[src/rtl/pc_redirect_ctrl.sv]
// pc_redirect_ctrl: fetch PC sequencer for the pipelined RV32I core.
// Owns the PC register and arbitrates between sequential fetch, hazard stall,
// taken-branch redirect and halt drain.
//
// Ports:
//   clk          core clock, rising edge
//   reset        asynchronous active-low reset
//   stall_i      hazard-unit stall request for IF/ID
//   pc_sel_i     branch/jump taken in EX this cycle
//   br_pc_i      redirect target from EX (upper bits beyond PC_W discarded)
//   halt_i       halt opcode resolved in EX this cycle
//   pc_o         current fetch PC
//   flush_o      squash IF/ID and ID/EX at next edge (combinational)
//   halted_o     core halted, sticky until reset
//   misalign_o   sticky: a taken target had nonzero low two bits
//   branch_cnt_o saturating count of taken redirects
module pc_redirect_ctrl #(
  parameter int unsigned PC_W         = 9,
  parameter int unsigned DRAIN_CYCLES = 2
) (
  input  logic            clk,
  input  logic            reset,
  input  logic            stall_i,
  input  logic            pc_sel_i,
  input  logic [31:0]     br_pc_i,
  input  logic            halt_i,
  output logic [PC_W-1:0] pc_o,
  output logic            flush_o,
  output logic            halted_o,
  output logic            misalign_o,
  output logic [15:0]     branch_cnt_o
);

  typedef enum logic [1:0] {StRun, StDrain, StHalted} state_e;

  localparam logic [3:0] DrainLoad = 4'(DRAIN_CYCLES - 1);

  state_e          state_q, state_d;
  logic [PC_W-1:0] pc_q, pc_d;
  logic [3:0]      drain_q, drain_d;
  logic            misalign_q, misalign_d;
  logic [15:0]     br_cnt_q, br_cnt_d;
  logic [PC_W-1:0] target;

  // Target bits above the PC width are intentionally dropped.
  logic unused_br_hi;
  assign unused_br_hi = ^br_pc_i[31:PC_W];

  assign target = {br_pc_i[PC_W-1:2], 2'b00};

  always_comb begin
    state_d    = state_q;
    pc_d       = pc_q;
    drain_d    = drain_q;
    misalign_d = misalign_q;
    br_cnt_d   = br_cnt_q;
    flush_o    = 1'b1;
    case (state_q)
      StRun: begin
        flush_o = halt_i | pc_sel_i;
        if (halt_i) begin
          drain_d = DrainLoad;
          state_d = StDrain;
        end else if (pc_sel_i) begin
          pc_d = target;
          if (br_cnt_q != 16'hFFFF) br_cnt_d = br_cnt_q + 16'd1;
          if (br_pc_i[1:0] != 2'b00) misalign_d = 1'b1;
        end else if (!stall_i) begin
          pc_d = pc_q + PC_W'(4);
        end
      end
      StDrain: begin
        if (drain_q == 4'd0) begin
          state_d = StHalted;
        end else begin
          drain_d = drain_q - 4'd1;
        end
      end
      StHalted: begin
        state_d = StHalted;
      end
      default: begin
        state_d = StRun;
      end
    endcase
  end

  always_ff @(posedge clk or negedge reset) begin
    if (!reset) begin
      state_q    <= StRun;
      pc_q       <= '0;
      drain_q    <= 4'd0;
      misalign_q <= 1'b0;
      br_cnt_q   <= 16'd0;
    end else begin
      state_q    <= state_d;
      pc_q       <= pc_d;
      drain_q    <= drain_d;
      misalign_q <= misalign_d;
      br_cnt_q   <= br_cnt_d;
    end
  end

  assign pc_o         = pc_q;
  assign halted_o     = (state_q == StHalted);
  assign misalign_o   = misalign_q;
  assign branch_cnt_o = br_cnt_q;

endmodule

[config.mk]
export PLATFORM = sky130hd
export DESIGN_NAME = pc_redirect_ctrl
export DESIGN_NICKNAME = d
export VERILOG_FILES = /design/src/rtl/pc_redirect_ctrl.sv
export SDC_FILE = /design/constraint.sdc
export NUM_CORES = 1
export LEC_CHECK = 0
export CORE_ASPECT_RATIO = 1.25
export CORE_UTILIZATION = 35
export DETAILED_ROUTE_END_ITERATION = 8
export MAX_ROUTING_LAYER = met4
export PLACE_DENSITY = 0.66
export SLEW_MARGIN = 20
export SYNTH_ARGS = -nofsm -noshare
export SYNTH_HDL_FRONTEND = slang
export SYNTH_SLANG_ARGS = --single-unit
[constraint.sdc]
create_clock -name clk -period 2.73 [get_ports clk]
set_input_delay 0.546 -clock clk [delete_from_list [all_inputs] [get_ports clk]]
set_output_delay 0.546 -clock clk [all_outputs]
set_load 0.01 [all_outputs]
# [Word level (Yosys, flattened, before mapping)]
# Index checks and enable logic that the tools add are counted.
# Widths: inputs -> output; s select.
[word_totals] regBits=32 output_inout_bits=28 word_cells=35
[classes] addsub=3 n_eq_ne=7 mux=9 n_bitwise=2 reduce_logical=9
[ops] op="$mux 9" n=2
[ops] op="$add 16x1->16 const B" n=1
[ops] op="$ne 16x16->1 const B" n=1
[ops] op="$add 9x3->9 const B" n=1
[ops] op="$mux 4" n=2
[ops] op="$pmux 4 s2" n=1
[ops] op="$reduce_and 4->1" n=2
[ops] op="$ne 2x2->1 const B" n=3
[ops] op="$pmux 2 s3" n=1
[ops] op="$reduce_and 3->1" n=2
[ops] op="$logic_not 4->1" n=1
[ops] op="$mux 2" n=2
[ops] op="$reduce_bool 2->1" n=2
[ops] op="$sub 4x1->4 const B" n=1
[ops] op="$eq 2x1->1 const B" n=1
[ops] op="$eq 2x2->1 const B" n=1
[ops] op="$logic_not 2->1" n=1
[ops] op="$ne 2x1->1 const B" n=1
[ops] op="$reduce_and 2->1" n=1
[ops] op="$mux 1" n=1
[ops] op="$not 1->1" n=1
[ops] op="$or 1x1->1" n=1

# [Longest topological paths before layout]
# Gate-level depths: netlist of run 1.
[depth] word_depth=3 ltp_mapped=8 mapped_depth_nobuf=6

# [Least setup slack after synthesis of run 1]
# Ideal clock, no wire load.
[synth_path] kind="register to register" from="register state_q[0]" to="register br_cnt_q[15], in the netlist branch_cnt_o[15]" setup_time_ps=128 arrival_ps=1573 required_time_ps=2602 slack_ps=1029 path_stages_with_launch=8 path_buffers=1 period_less_slack_ps=1701 cell_sequence="dfrtp_1 -> inv_1 -> ha_1 -> nand2b_1 -> buf_2 -> nor3_4 -> nand4_1 -> mux2_1"
[synth_between] elab_chain_cells=2
[synth_rtl] element="start: declaration" line="38" text="state_e state_q, state_d;"
[synth_rtl] element="start signal: assignment" line="90" text="state_q <= StRun;"
[synth_rtl] element="start signal: assignment" line="96" text="state_q <= state_d;"
[synth_rtl] element="$logic_not 2->1" line="58" text="case (state_q)"
[synth_rtl] element="$reduce_and 4->1 (no line)"
[synth_rtl] element="end signal: assignment" line="100" text="br_cnt_q <= br_cnt_d;"
[synth_rtl] element="end: declaration" line="42" text="logic [15:0] br_cnt_q, br_cnt_d;"
# No other way between the ends.
# A chain may end at the register's enable or synchronous reset.

# [Worst setup path in the final report of run 1]
[layout_path] from="input port pc_sel_i" to="output port flush_o"
[layout_between] elab_chain_cells=2
[layout_rtl] element="start: declaration" line="24" text="input logic pc_sel_i,"
[layout_rtl] element="$or 1x1->1" line="60" text="flush_o = halt_i | pc_sel_i;"
[layout_rtl] element="$mux 1" line="58"
[layout_rtl] element="end: declaration" line="28" text="output logic flush_o,"
# No other way between the ends.

==> results of run 1 <==
[layout make-up]
type	instances	share of cell area (%)
timing repair buffer	43	18.6
sequential	30	33.1
multi-input combinational	134	39.8
clock buffer	7	3.81
clock inverter	1	0.221
inverter	7	1.16
tap	60	3.31
[worst max-delay path: stages]
cell and delay (ns):
clkdlybuf4s50_1 0.58, inv_1 0.10, nand2_1 0.09, clkdlybuf4s50_1 0.53
[routing by layer]
| layer | GRT usage, % | part of all wire, % |
|---|---|---|
| met5 | - | 0 |
| met4 | 7.11 | 2.1 |
| met3 | 3.84 | 3.8 |
| met2 | 22.9 | 47 |
| met1 | 19.3 | 47 |
[sequential cells by signal, summed over array words and instances (netlist names)]
name and flops:
branch_cnt_o 16, misalign_o 1, state_q 2, pc_o 7, drain_q 4
[cell usage in the layout (no fill, tap or decap), types with 2 or more instances in the layout]
cell	Yosys	routed
nor2b_1	2	2
conb_1	1	2
clkdlybuf4s50_1	0	39
dfrtp_1	30	30
nand2_1	12	12
nand3_2	2	2
inv_1	7	7
a22oi_1	4	4
xor2_1	4	4
and2_1	2	2
o2111ai_1	2	2
mux2_1	3	3
nor3_1	3	3
o21ai_0	17	17
ha_1	6	6
nor2_1	12	12
a21oi_1	7	7
nand2b_1	4	4
o21a_1	2	2
and3_1	6	6
xnor2_1	2	2
nand4_1	3	3
nor4_1	2	2
buf_4	2	4
a31oi_1	4	4
o211ai_1	2	2
nand3_1	9	9
clkbuf_8	0	6
mux2i_1	2	2
nor3_4	2	2
a211oi_1	3	3
[logic make-up (layout without fill, tap and decap cells)]
family	Yosys count	in the layout	synth area share [%]
simple gates	63	63	21.5
compound gates	50	50	18.8
flops	30	30	44.0
buf+inv	13	58	3.44
mux	7	7	4.69
fa+ha+maj	6	6	4.40
xor+xnor	6	6	3.08
other cells	1	2	0.220
[worst paths after layout]
kind / start / slack, ns / endpoint
setup / recovery: pc_sel_i / 0.34 / flush_o
hold / removal: misalign_o$_DFFE_PN0P_ / 0.48 / misalign_o$_DFFE_PN0P_
setup reg to reg: state_q[0]$_DFFE_PN0P_ / 0.84 / branch_cnt_o[12]$_DFFE_PN0P_
hold reg to reg: misalign_o$_DFFE_PN0P_ / 0.48 / misalign_o$_DFFE_PN0P_
max in group asynchronous: reset / 1.78 / branch_cnt_o[4]$_DFFE_PN0P_
min in group asynchronous: reset / 0.66 / branch_cnt_o[12]$_DFFE_PN0P_
[power by group]
group	internal [mW]	switching (mW)	leakage (nW)	total, mW
combinational	0.338	0.311	0.570	0.649
clock	0.203	0.166	0.0482	0.369
sequential	0.559	0.133	0.385	0.692
total	1.10	0.611	1.00	1.71
[through the flow]
step | util [%] | worst slack [ns] | power (mW) | instance area [sq um]
after floorplan | - | 1.03 | 1.04 | 1710
after global placement | 46.0 | 0.330 | 1.34 | 2170
after detailed placement | 46.0 | 0.329 | 1.35 | 2170
after CTS | 47.9 | 0.329 | 1.73 | 2270
after global routing | 47.9 | 0.273 | 1.85 | 2270
final | 47.9 | 0.339 | 1.71 | 2270
==> summary.md, run 1 <==
| Metric | Value |
|---|---|
| Status | `finished clean` |
| Synth area leader | `dfrtp_1` |
| Avg Cell Area, Syn | `9.70 sq um` |
| DRT Wirelength | `3.54 mm` |
| Worst skew pair latency | `0.28 ns` |
| Total CTS buffers | `5` |
| Post-CTS Hold Fix Bufs | `0` |
| Tmin final | `2.39 ns` |
| Setup violators final | `0` |
| PD cells | `755 mW/mm^2` |
| Crit path capture type | `output pin` |
| R2r worst-path depth | `6` |
| Critical Path AT | `1.84 ns` |
| Synth cell count leaders | `dfrtp_1 (30), o21ai_0 (17), nand2_1 (12), nor2_1 (12), nand3_1 (9)` |
| Commonest register cell after synthesis | `dfrtp_1` |
| Worst IR Drop VDD | `0.527 mV` |
| Port-buffer cells | `39` |
| Post-synth EDFFs | `0` |
| Hpwl dp | `2.59 mm` |
| Tot GR Track Use | `15.3%` |
| MaxCap Viol Count | `0` |
| Layout cell share with drive strength beyond 1 | `8.56%` |
| Post-Synthesis Cells | `176` |
| CP Data Required Time | `2.18 ns` |
| Largest net degree at the start of global routing | `31` |
| Final cycle utilization of the critical path | `87.6%` |
| Post-synthesis sequential area ratio | `44.0%` |
| CTS tree | `yes` |
| Antenna violations before repair | `0` |
| Starting Density | `36.1%` |
| Die height | `80.1 um` |
| Synth-to-layout area growth | `32.7%` |
| # nets final | `264` |
| Setup tns final | `0 ns` |
| Ant diodes | `0` |
| Critical path type | `in -> out` |
| Fillers | `467` |
| Fmax | `418 MHz` |
| GPL Wtd Cong | `0.778` |
| Average wire per standard cell | `12.5 um` |
| CTS sink cnt | `30` |
| HP Class | `reg -> reg` |
| Num rows | `28` |
| Post-CTS setup buffers | `0` |
| Routed Antenna Nets | `0` |
| RSZ-0062 raised after global routing | `no` |
| First-pass GRT wire length | `5.86 mm` |
| Critical Path Fanout Max | `5` |
| Die area | `0.00516 sq mm` |
| DP Cell Count | `274` |
| Resized Gates After CTS | `0` |
| CTS root buffer | `clkbuf_8` |
| Die width | `64.5 um` |
| Pleak | `1.00 nW` |
| Final Skew | `0.00501 ns` |
| CTS clk-pin slew, worst paths | `0.06 ns` |
| I/O pin cnt | `65` |
| Fin cells | `282` |
| # DRC | `0` |
| Hold WS | `0.480 ns` |
| Fin. max-slew vios | `0` |
| Cells on Worst Hold Path | `1` |
| Sequential cell area | `751 sq um` |
| DR pass1 iterations | `4` |
| GRT overflow | `0` |
| Synth Cell Area | `0.00171 sq mm` |
| Area of the multi-input gates | `902 sq um` |
| Synth Warn # | `0` |
| Top-area cell type share of the netlist area | `44.0%` |
| Vias in the first global route | `1283` |
| Vias | `1443` |
| DRT iter0 DRCs | `101` |
| Crit path launch type | `input pin` |
| Post-synth ARST share | `100%` |
| Worst-case clock buffer depth | `2` |
| Htree depth | `2` |
| Core area | `0.00473 sq mm` |
| Dominant cell by count in the synthesized netlist | `dfrtp_1` |
| Final hold viol count | `0` |
| Via density | `5.12` |
| FF+latch count, synth | `30` |
| Library cells used by synthesis | `46` |
| Synth area leaders | `dfrtp_1 (44%), o21ai_0 (5.0%), ha_1 (4.4%), nand3_1 (2.6%), nand2_1 (2.6%)` |
Power figures use the tool's default switching activity.
==> run 2, diff against run 1 <==
- CORE_UTILIZATION: 35 -> 40
- PLACE_DENSITY: 0.66 -> 0.74
- SKIP_CTS_REPAIR_TIMING: default -> 1
==> run 2 against run 1 <==
Clock-buffer cell count grew 1. Worst hold slack gained 0.0015 ns. Non-clock buffer count is the same. Utilization grew 7.7 points. Sequential power is essentially flat. Cell count shrank 1.4%. Register-to-register slack gained 0.04 ns. Combinational power is essentially flat. Critical path depth is the same. Clock skew grew 0.0015 ns. Wire length grew 0.74%.
==> summary.md, run 2 (same netlist as run 1, synthesis figures left out) <==
| Metric | Value |
|---|---|
| Status | `finished clean` |
| Via density | `5.37` |
| Total CTS buffers | `5` |
| Cell area after layout | `0.00228 sq mm` |
| # nets final | `264` |
| Die height | `75.1 um` |
| Crit path launch type | `input pin` |
| Critical Path AT | `1.85 ns` |
| Layout cell share with drive strength beyond 1 | `9.01%` |
| Largest net degree at the start of global routing | `31` |
| Worst skew pair latency | `0.28 ns` |
| Setup violators final | `0` |
| # DRC | `0` |
| CTS root buffer | `clkbuf_8` |
| RSZ-0062 raised after global routing | `no` |
| HP Class | `reg -> reg` |
| Hpwl dp | `2.54 mm` |
| Hold WS | `0.481 ns` |
| Final Skew | `0.00650 ns` |
| Die area | `0.00454 sq mm` |
| Antenna violations before repair | `0` |
| Setup tns final | `0 ns` |
| Worst IR Drop VDD | `0.631 mV` |
| Crit path capture type | `output pin` |
| CTS sink cnt | `30` |
| Ant diodes | `0` |
| DR pass1 iterations | `4` |
| Fin util | `55.6%` |
| CTS clk-pin slew, worst paths | `0.06 ns` |
| Worst-case clock buffer depth | `2` |
| Core area | `0.00410 sq mm` |
| DRT Wirelength | `3.56 mm` |
| Average wire per standard cell | `12.8 um` |
| Setup WS post-layout | `0.337 ns` |
| Leading cell type in the layout, fill and taps excluded | `clkdlybuf4s50_1` |
| Critical path type | `in -> out` |
| Vias in the first global route | `1356` |
| Synth-to-layout area growth | `33.5%` |
| Tmin final | `2.39 ns` |
| Max reg flops | `16` |
| Routed Antenna Nets | `0` |
| DP Cell Count | `270` |
| Critical Path Fanout Max | `5` |
| Htree depth | `2` |
| Fmax | `418 MHz` |
| DP Area | `0.00217 sq mm` |
| Dpl ws | `0.329 ns` |
| CP Data Required Time | `2.18 ns` |
| Final cycle utilization of the critical path | `87.7%` |
| Fin cells | `278` |
| I/O pin cnt | `65` |
| First-pass GRT wire length | `6.00 mm` |
| Tot GR Track Use | `18.1%` |
| PD cells | `776 mW/mm^2` |
| Final hold viol count | `0` |
| GRT overflow | `0` |
| DRT iter0 DRCs | `58` |
| CTS tree | `yes` |
| Fin. max-slew vios | `0` |
| Num rows | `26` |
| Pleak | `1.01 nW` |
| Starting Density | `41.7%` |
| Vias | `1493` |
| GPL Wtd Cong | `0.845` |
| Port-buffer cells | `39` |
| Total Power | `1.77 mW` |
| MaxCap Viol Count | `0` |
| Most frequent cells in the layout | `clkdlybuf4s50_1 (39), dfrtp_1 (30), o21ai_0 (17)` |
| Die width | `60.4 um` |
==> run 2: final cells by class <==
class                      instances  area (sq um)
sequential                        30           751
fill                             392          1820
tap                               56          70.1
timing repair buffer              43           420
multi-input combinational        134           902
clock buffer                       8           110
inverter                           7          26.3
==> run 2: power breakdown <==
group | total [mW] | internal [mW] | switching [mW]
sequential | 0.695 | 0.559 | 0.137
clock | 0.421 | 0.254 | 0.167
combinational | 0.651 | 0.340 | 0.312
total | 1.77 | 1.15 | 0.615
==> run 2: path summary, 6_finish.rpt <==
path,slack (ns),from,cells past startpoint,to
max,0.34,pc_sel_i,4,flush_o
min,0.48,misalign_o$_DFFE_PN0P_,1,misalign_o$_DFFE_PN0P_
max reg2reg,0.88,state_q[0]$_DFFE_PN0P_,6,branch_cnt_o[12]$_DFFE_PN0P_
min reg2reg,0.48,misalign_o$_DFFE_PN0P_,1,misalign_o$_DFFE_PN0P_
max in group asynchronous,1.79,reset,2,branch_cnt_o[1]$_DFFE_PN0P_
min in group asynchronous,0.65,reset,2,pc_o[4]$_DFFE_PN0P_
==> run 2: worst max-delay path, cell delays in order <==
cell,delay [ns]
clkdlybuf4s50_1,0.58
inv_1,0.12
nand2_1,0.08
clkdlybuf4s50_1,0.53
==> run 2: metal layers <==
layer  vias to the layer above  global-route usage [%]  wire length, um
met3                         7                    4.64              126
li1                        732                       -                -
met4                         0                    7.32               62
met2                        33                    27.5             1720
met1                       721                    23.0             1650
met5                         -                       -                0
